`config.mk`:
```
export PLATFORM = sky130hd
export DESIGN_NAME = uart_write_flat
export DESIGN_NICKNAME = d
export VERILOG_FILES = /design/src/rtl/uart_write_if.sv /design/src/rtl/uart_write.sv /design/src/flat_wrapper.sv
export SDC_FILE = /design/constraint.sdc
export NUM_CORES = 1
export LEC_CHECK = 0
export CAP_MARGIN = 40
export CORE_MARGIN = 3
export CORE_UTILIZATION = 45
export DETAILED_ROUTE_END_ITERATION = 12
export HOLD_SLACK_MARGIN = 0.02
export MAX_ROUTING_LAYER = met4
export PLACE_DENSITY_LB_ADDON = 0.1
export RECOVER_POWER = 25
export SKIP_CTS_REPAIR_TIMING = 1
export SYNTH_ARGS = -nofsm -noshare
export SYNTH_HDL_FRONTEND = slang
export SYNTH_SLANG_ARGS = --single-unit
```
`constraint.sdc`:
```
create_clock -name clk -period 2.8 [get_ports clk]
set_input_delay 0.7 -clock clk [delete_from_list [all_inputs] [get_ports clk]]
set_output_delay 0.7 -clock clk [all_outputs]
set_load 0.005 [all_outputs]
```
`src/rtl/uart_write_if.sv`:
```
// uart_write_if: byte-write handshake and serial-side status of the UART transmitter.
// master = CPU-side writer, slave = the transmitter itself.
interface uart_write_if;
    logic       send_ce;
    logic [7:0] din;
    logic       full;
    logic       busy;
    logic       tfin;
    logic       txd;

    modport master (
        output send_ce,
        output din,
        input  full,
        input  busy,
        input  tfin,
        input  txd
    );

    modport slave (
        input  send_ce,
        input  din,
        output full,
        output busy,
        output tfin,
        output txd
    );
endinterface

```
`src/rtl/uart_write.sv`:
```
// uart_write: bit-rate-clocked UART transmitter with a small byte FIFO.
// Frames are 8N1 / 8N2 (STOP_BITS), LSB first, one clock per bit.
// Optional feature macro: UART_WRITE_PARITY_EN adds an even-parity bit after d7.
//
// state  | meaning
// IDLE   | line high, waiting for a queued byte
// START  | start bit (low) on the line
// DATA   | data bit idx on the line
// PARITY | even-parity bit on the line (macro builds only)
// STOP   | stop bit(s) on the line; last one may chain into the next frame
module uart_write #(
    parameter int FIFO_DEPTH = 4,
    parameter int STOP_BITS  = 1
) (
    input  logic          clk,
    input  logic          rst,
    uart_write_if.slave   bus
);

    localparam int PTR_W = (FIFO_DEPTH > 1) ? $clog2(FIFO_DEPTH) : 1;
    localparam int CNT_W = PTR_W + 1;

    typedef enum logic [2:0] {
        IDLE,
        START,
        DATA,
`ifdef UART_WRITE_PARITY_EN
        PARITY,
`endif
        STOP
    } state_t;

    state_t           state;
    logic [7:0]       sr;
    logic [2:0]       idx;
    logic             stop_cnt;
    logic             txd_q;
    logic             tfin_q;
    logic             full_q;
    logic             busy_q;

    logic [7:0]       mem [FIFO_DEPTH];
    logic [PTR_W-1:0] rd_ptr;
    logic [PTR_W-1:0] wr_ptr;
    logic [CNT_W-1:0] count;
    logic [CNT_W-1:0] count_next;

    logic             push;
    logic             pop;
    logic             stop_last;
    logic             frame_end;
    logic             goes_idle;

    // Pop only from a non-empty FIFO, either from IDLE or at the final stop edge
    // so consecutive frames chain without an idle bit.
    assign push      = bus.send_ce && !full_q;
    assign stop_last = (STOP_BITS == 1) || stop_cnt;
    assign frame_end = (state == STOP) && stop_last;
    assign pop       = (count != '0) && ((state == IDLE) || frame_end);
    assign goes_idle = ((state == IDLE) || frame_end) && !pop;

    // Occupancy after this edge; push and pop together cancel out.
    always_comb begin
        count_next = count;
        case ({push, pop})
            2'b10:   count_next = count + CNT_W'(1);
            2'b01:   count_next = count - CNT_W'(1);
            default: count_next = count;
        endcase
    end

    // FIFO storage; contents need no reset because count gates every read.
    always_ff @(posedge clk) begin
        if (push)
            mem[wr_ptr] <= bus.din;
    end

    // FIFO pointers, count and the registered full/busy flags.
    always_ff @(posedge clk or posedge rst) begin
        if (rst) begin
            rd_ptr <= '0;
            wr_ptr <= '0;
            count  <= '0;
            full_q <= 1'b0;
            busy_q <= 1'b0;
        end else begin
            if (push)
                wr_ptr <= wr_ptr + PTR_W'(1);
            if (pop)
                rd_ptr <= rd_ptr + PTR_W'(1);
            count  <= count_next;
            full_q <= (count_next == CNT_W'(FIFO_DEPTH));
            busy_q <= (count_next != '0) || !goes_idle;
        end
    end

    // Frame sequencer: drives txd one bit per clock and pulses tfin at frame end.
    always_ff @(posedge clk or posedge rst) begin
        if (rst) begin
            state    <= IDLE;
            sr       <= '0;
            idx      <= '0;
            stop_cnt <= 1'b0;
            txd_q    <= 1'b1;
            tfin_q   <= 1'b0;
        end else begin
            tfin_q <= 1'b0;
            case (state)
                IDLE: begin
                    txd_q <= 1'b1;
                    if (pop) begin
                        sr    <= mem[rd_ptr];
                        state <= START;
                        txd_q <= 1'b0;
                    end
                end
                START: begin
                    txd_q <= sr[0];
                    idx   <= 3'd0;
                    state <= DATA;
                end
                DATA: begin
                    if (idx == 3'd7) begin
`ifdef UART_WRITE_PARITY_EN
                        state <= PARITY;
                        txd_q <= ^sr;
`else
                        state    <= STOP;
                        txd_q    <= 1'b1;
                        stop_cnt <= 1'b0;
`endif
                    end else begin
                        idx   <= idx + 3'd1;
                        txd_q <= sr[idx + 3'd1];
                    end
                end
`ifdef UART_WRITE_PARITY_EN
                PARITY: begin
                    state    <= STOP;
                    txd_q    <= 1'b1;
                    stop_cnt <= 1'b0;
                end
`endif
                STOP: begin
                    txd_q <= 1'b1;
                    if (stop_last) begin
                        tfin_q <= 1'b1;
                        if (pop) begin
                            sr    <= mem[rd_ptr];
                            state <= START;
                            txd_q <= 1'b0;
                        end else begin
                            state <= IDLE;
                        end
                    end else begin
                        stop_cnt <= 1'b1;
                    end
                end
                default: begin
                    state <= IDLE;
                    txd_q <= 1'b1;
                end
            endcase
        end
    end

    assign bus.txd  = txd_q;
    assign bus.tfin = tfin_q;
    assign bus.full = full_q;
    assign bus.busy = busy_q;

endmodule

```
`src/flat_wrapper.sv`:
```
// flat-port wrapper written by rule: the top's interface ports become plain ports
module uart_write_flat 
#(
    parameter int FIFO_DEPTH = 4,
    parameter int STOP_BITS  = 1
)
  (clk, rst, bus_send_ce, bus_din, bus_full, bus_busy, bus_tfin, bus_txd);
  uart_write_if bus_i ();
  input  logic clk;
  input  logic rst;
  input wire logic [$bits(bus_i.send_ce)-1:0] bus_send_ce;
  input wire logic [$bits(bus_i.din)-1:0] bus_din;
  output wire logic [$bits(bus_i.full)-1:0] bus_full;
  output wire logic [$bits(bus_i.busy)-1:0] bus_busy;
  output wire logic [$bits(bus_i.tfin)-1:0] bus_tfin;
  output wire logic [$bits(bus_i.txd)-1:0] bus_txd;
  assign bus_i.send_ce = bus_send_ce;
  assign bus_i.din = bus_din;
  assign bus_full = bus_i.full;
  assign bus_busy = bus_i.busy;
  assign bus_tfin = bus_i.tfin;
  assign bus_txd = bus_i.txd;
  uart_write #(.FIFO_DEPTH(FIFO_DEPTH), .STOP_BITS(STOP_BITS)) u_core (.clk(clk), .rst(rst), .bus(bus_i));
endmodule
```
==> metrics, run 1 <==
First DRT Iteration DRCs=73; fin crit share=89.2%; Antenna Violating Nets Remaining=0; FF+latch count, synth=56; Syn Nets=164; cell row count=26; vias in the first global route=1,262; clock skew=0.00685 ns; clock share of power=16.2%; largest net degree at the start of global routing=23; Max rail drop VDD=0.449 mV; result of the run=complete, no violations; Hold Path Class=flip-flop to flip-flop; antenna violations before repair=0; Syn Std Cell Area=0.00242 mm2; share of power burned in registers=43.0%; layout net count=185; post-detailed-route DRC marker count=0; Worst slew margin=61.6%; crit path DAT=2.72 ns; placed wire-length estimate=2.62 mm; Initial Util=47.0%; Synth Area in Simple Gates=5.75%; Sink Count=56; Clock Tree Buf Depth=2; WL per Instance=15.3 um; Clk Latency, worst-skew pair=0.30 ns; GR Util met1=16.2%; setup ws final=0.303 ns; Compound-Gate Fraction of Synth Area=3.26%; core area=0.00514 mm2; Fmax=400 MHz; CTS tree=built; Sw Share=32.1%; worst setup path category=flip-flop to flip-flop; Setup Slack @ Placement=0.0256 ns; first-pass iteration count of the detailed router=4; Hold Fails Final Rpt=0; max_cap viols=0; Via density=5.12; clk slew on worst S/H paths=0.10 ns; # diodes=0; Synth Area in Adders=6.53%; Crit path required time=3.02 ns; main combinational cell family by area after synthesis=multiplexers; total CTS buffers=5; Seq/Total Area, Yosys=64.7%; GPL Wtd Cong=0.798; fraction of layout cells with a size suffix above 1=21.5%; XOR/XNOR Fraction of Synth Area=1.81%; GR Layer Usage met2=22.3%; number of vias in the routed layout=1,192; Setup Viol. Count Final=0; gr busiest metal=met2; htree depth=2; met3 Resource Use GR=3.74%; Die X=79.3 um; crit path capture type=flip-flop; power density over the cells=1150 mW/mm2; Final min period=2.50 ns; setup_tns=0 ns; Int Pwr=2.15 mW; mux contribution to synthesized area=15.6%; P&R area growth vs syn=14.2%; die area=0.00628 mm2; total global-route track usage=13.7%; first-pass GRT wire length=6.14 mm; port bufs=14; Worst-Margin Slew=0.576 ns; P_sw=1.02 mW; Leak=1.07 nW; die height=79.3 um; max-slew violations=0; Post-Synthesis Cells=141; I/O pin count=15; Root Buffer=clkbuf_8; Post-Route WL=3.58 mm; crit path max fanout=5; overflow left after global routing=0; Avg Cell Area, Syn=17.1 um2; RSZ-0062 raised after global routing=no; yosys warns=0; Synth cell types=32; combinational fraction of design power=40.8%; Startpoint Class=flip-flop
-- layout by cell type, fill, tap and decap left out, types with 4 or more instances in the layout --
cell             count
clkdlybuf4s50_1      6
inv_1               10
nand2_1              5
dfrtp_1             23
o21ai_0              4
edfxtp_1            32
nor2b_1              4
mux4_2               9
and2_1               5
clkbuf_8             5
ha_1                11
dlygate4sd3_1        8
mux2_4               8
-- logic make-up (layout without fill, tap and decap cells) --
family                   Yosys count  after routing
AO/OA/AOI/OAI                     12             12
XOR/XNOR                           5              5
adder cells (fa/ha/maj)           12             12
buffers and inverters             13             35
flip-flops                        56             56
multiplexers                      22             22
AND/OR/NAND/NOR                   21             21
-- cells in the mapped netlist, drive strengths merged --
cell / count / area, um2
a211oi: 1 / 7.51
a21oi: 2 / 10.0
a221oi: 2 / 17.5
a22o: 1 / 8.76
and2: 5 / 31.3
buf: 1 / 11.3
clkbuf: 2 / 7.51
dfrtp: 23 / 576
dfstp: 1 / 26.3
edfxtp: 32 / 961
fa: 1 / 20.0
ha: 11 / 138
inv: 10 / 37.5
mux2: 12 / 165
mux2i: 1 / 10.0
mux4: 9 / 203
nand2: 5 / 18.8
nor2: 2 / 15.0
nor2b: 4 / 25.0
nor3: 1 / 16.3
nor3b: 2 / 20.0
nor4: 1 / 6.26
o21ai: 5 / 25.0
o32a: 1 / 10.0
or3: 1 / 6.26
xnor2: 2 / 17.5
xor2: 3 / 26.3
-- registers in the layout (all words and copies together) (netlist names) --
signal / flops
u_core.idx: 3
u_core.state: 2
u_core.bus.tfin: 1
u_core.bus.full: 1
u_core.count: 3
u_core.rd_ptr: 2
u_core.wr_ptr: 2
u_core.mem: 32
u_core.bus.busy: 1
u_core.bus.txd: 1
u_core.sr: 8
-- layout make-up --
class                   count  area, um2
clock inverters             3       42.5
well taps                  70       87.6
repair buffers             17        163
multi-input cells          72        797
flip-flops and latches     56       1560
fillers                   441       2380
inverters                  10       37.5
clock buffers               5       68.8
-- per-stage QoR --
step	instance area (um2)	power, mW	util [%]	hold slack [ns]	cells
after detailed placement	2650	2.71	51.5	0.508	225
after CTS	2760	3.23	53.7	0.531	233
after floorplan	2420	2.38	-	0.472	141
final	2760	3.17	53.7	0.521	233
after global routing	2760	3.41	53.7	0.548	233
after global placement	2650	2.63	51.5	0.490	225
-- critical path, stage by stage (launching register included) --
cell and delay (ns):
dfrtp_1 0.40, inv_1 0.08, ha_1 0.41, nor2_4 0.15, ha_1 0.18, inv_1 0.06, fa_1 0.41, xor2_1 0.16
or3_1 0.32, a211oi_1 0.23
-- final timing paths --
| path | start | to | slack [ns] | cells after the start |
|---|---|---|---|---|
| setup / recovery | u_core.state[0] | u_core.bus.full | 0.30 | 9 |
| hold / removal | u_core.sr[4] | u_core.sr[4] | 0.52 | 1 |
| setup reg to reg | u_core.state[0] | u_core.bus.full | 0.30 | 9 |
| hold reg to reg | u_core.sr[4] | u_core.sr[4] | 0.52 | 1 |
| max in group asynchronous | rst | u_core.bus.txd | 1.56 | 3 |
| min in group asynchronous | rst | u_core.wr_ptr[0] | 0.70 | 2 |
-- power by group through the flow --
stage / sequential, mW / combinational (mW) / clock [mW]
after floorplan: 1.28 / 1.10 / 0
after global placement: 1.38 / 1.25 / 0
after detailed placement: 1.39 / 1.32 / 0
after CTS: 1.38 / 1.32 / 0.531
after global routing: 1.41 / 1.44 / 0.568
final: 1.36 / 1.29 / 0.512
-- metal layers --
layer	routed length [um]	vias to the layer above
met5	0	-
met4	62	0
met3	110	7
met2	1820	19
met1	1580	601
li1	-	565
No activity file was read; power rests on OpenSTA's default activity.
==> run 2: changes to the inputs <==
Settings changed: HOLD_SLACK_MARGIN 0.02 to 0.06, TNS_END_PERCENT from default to 5.
==> results of run 2 <==
No change in the layout: final DEF, timing and power equal those of run 1.
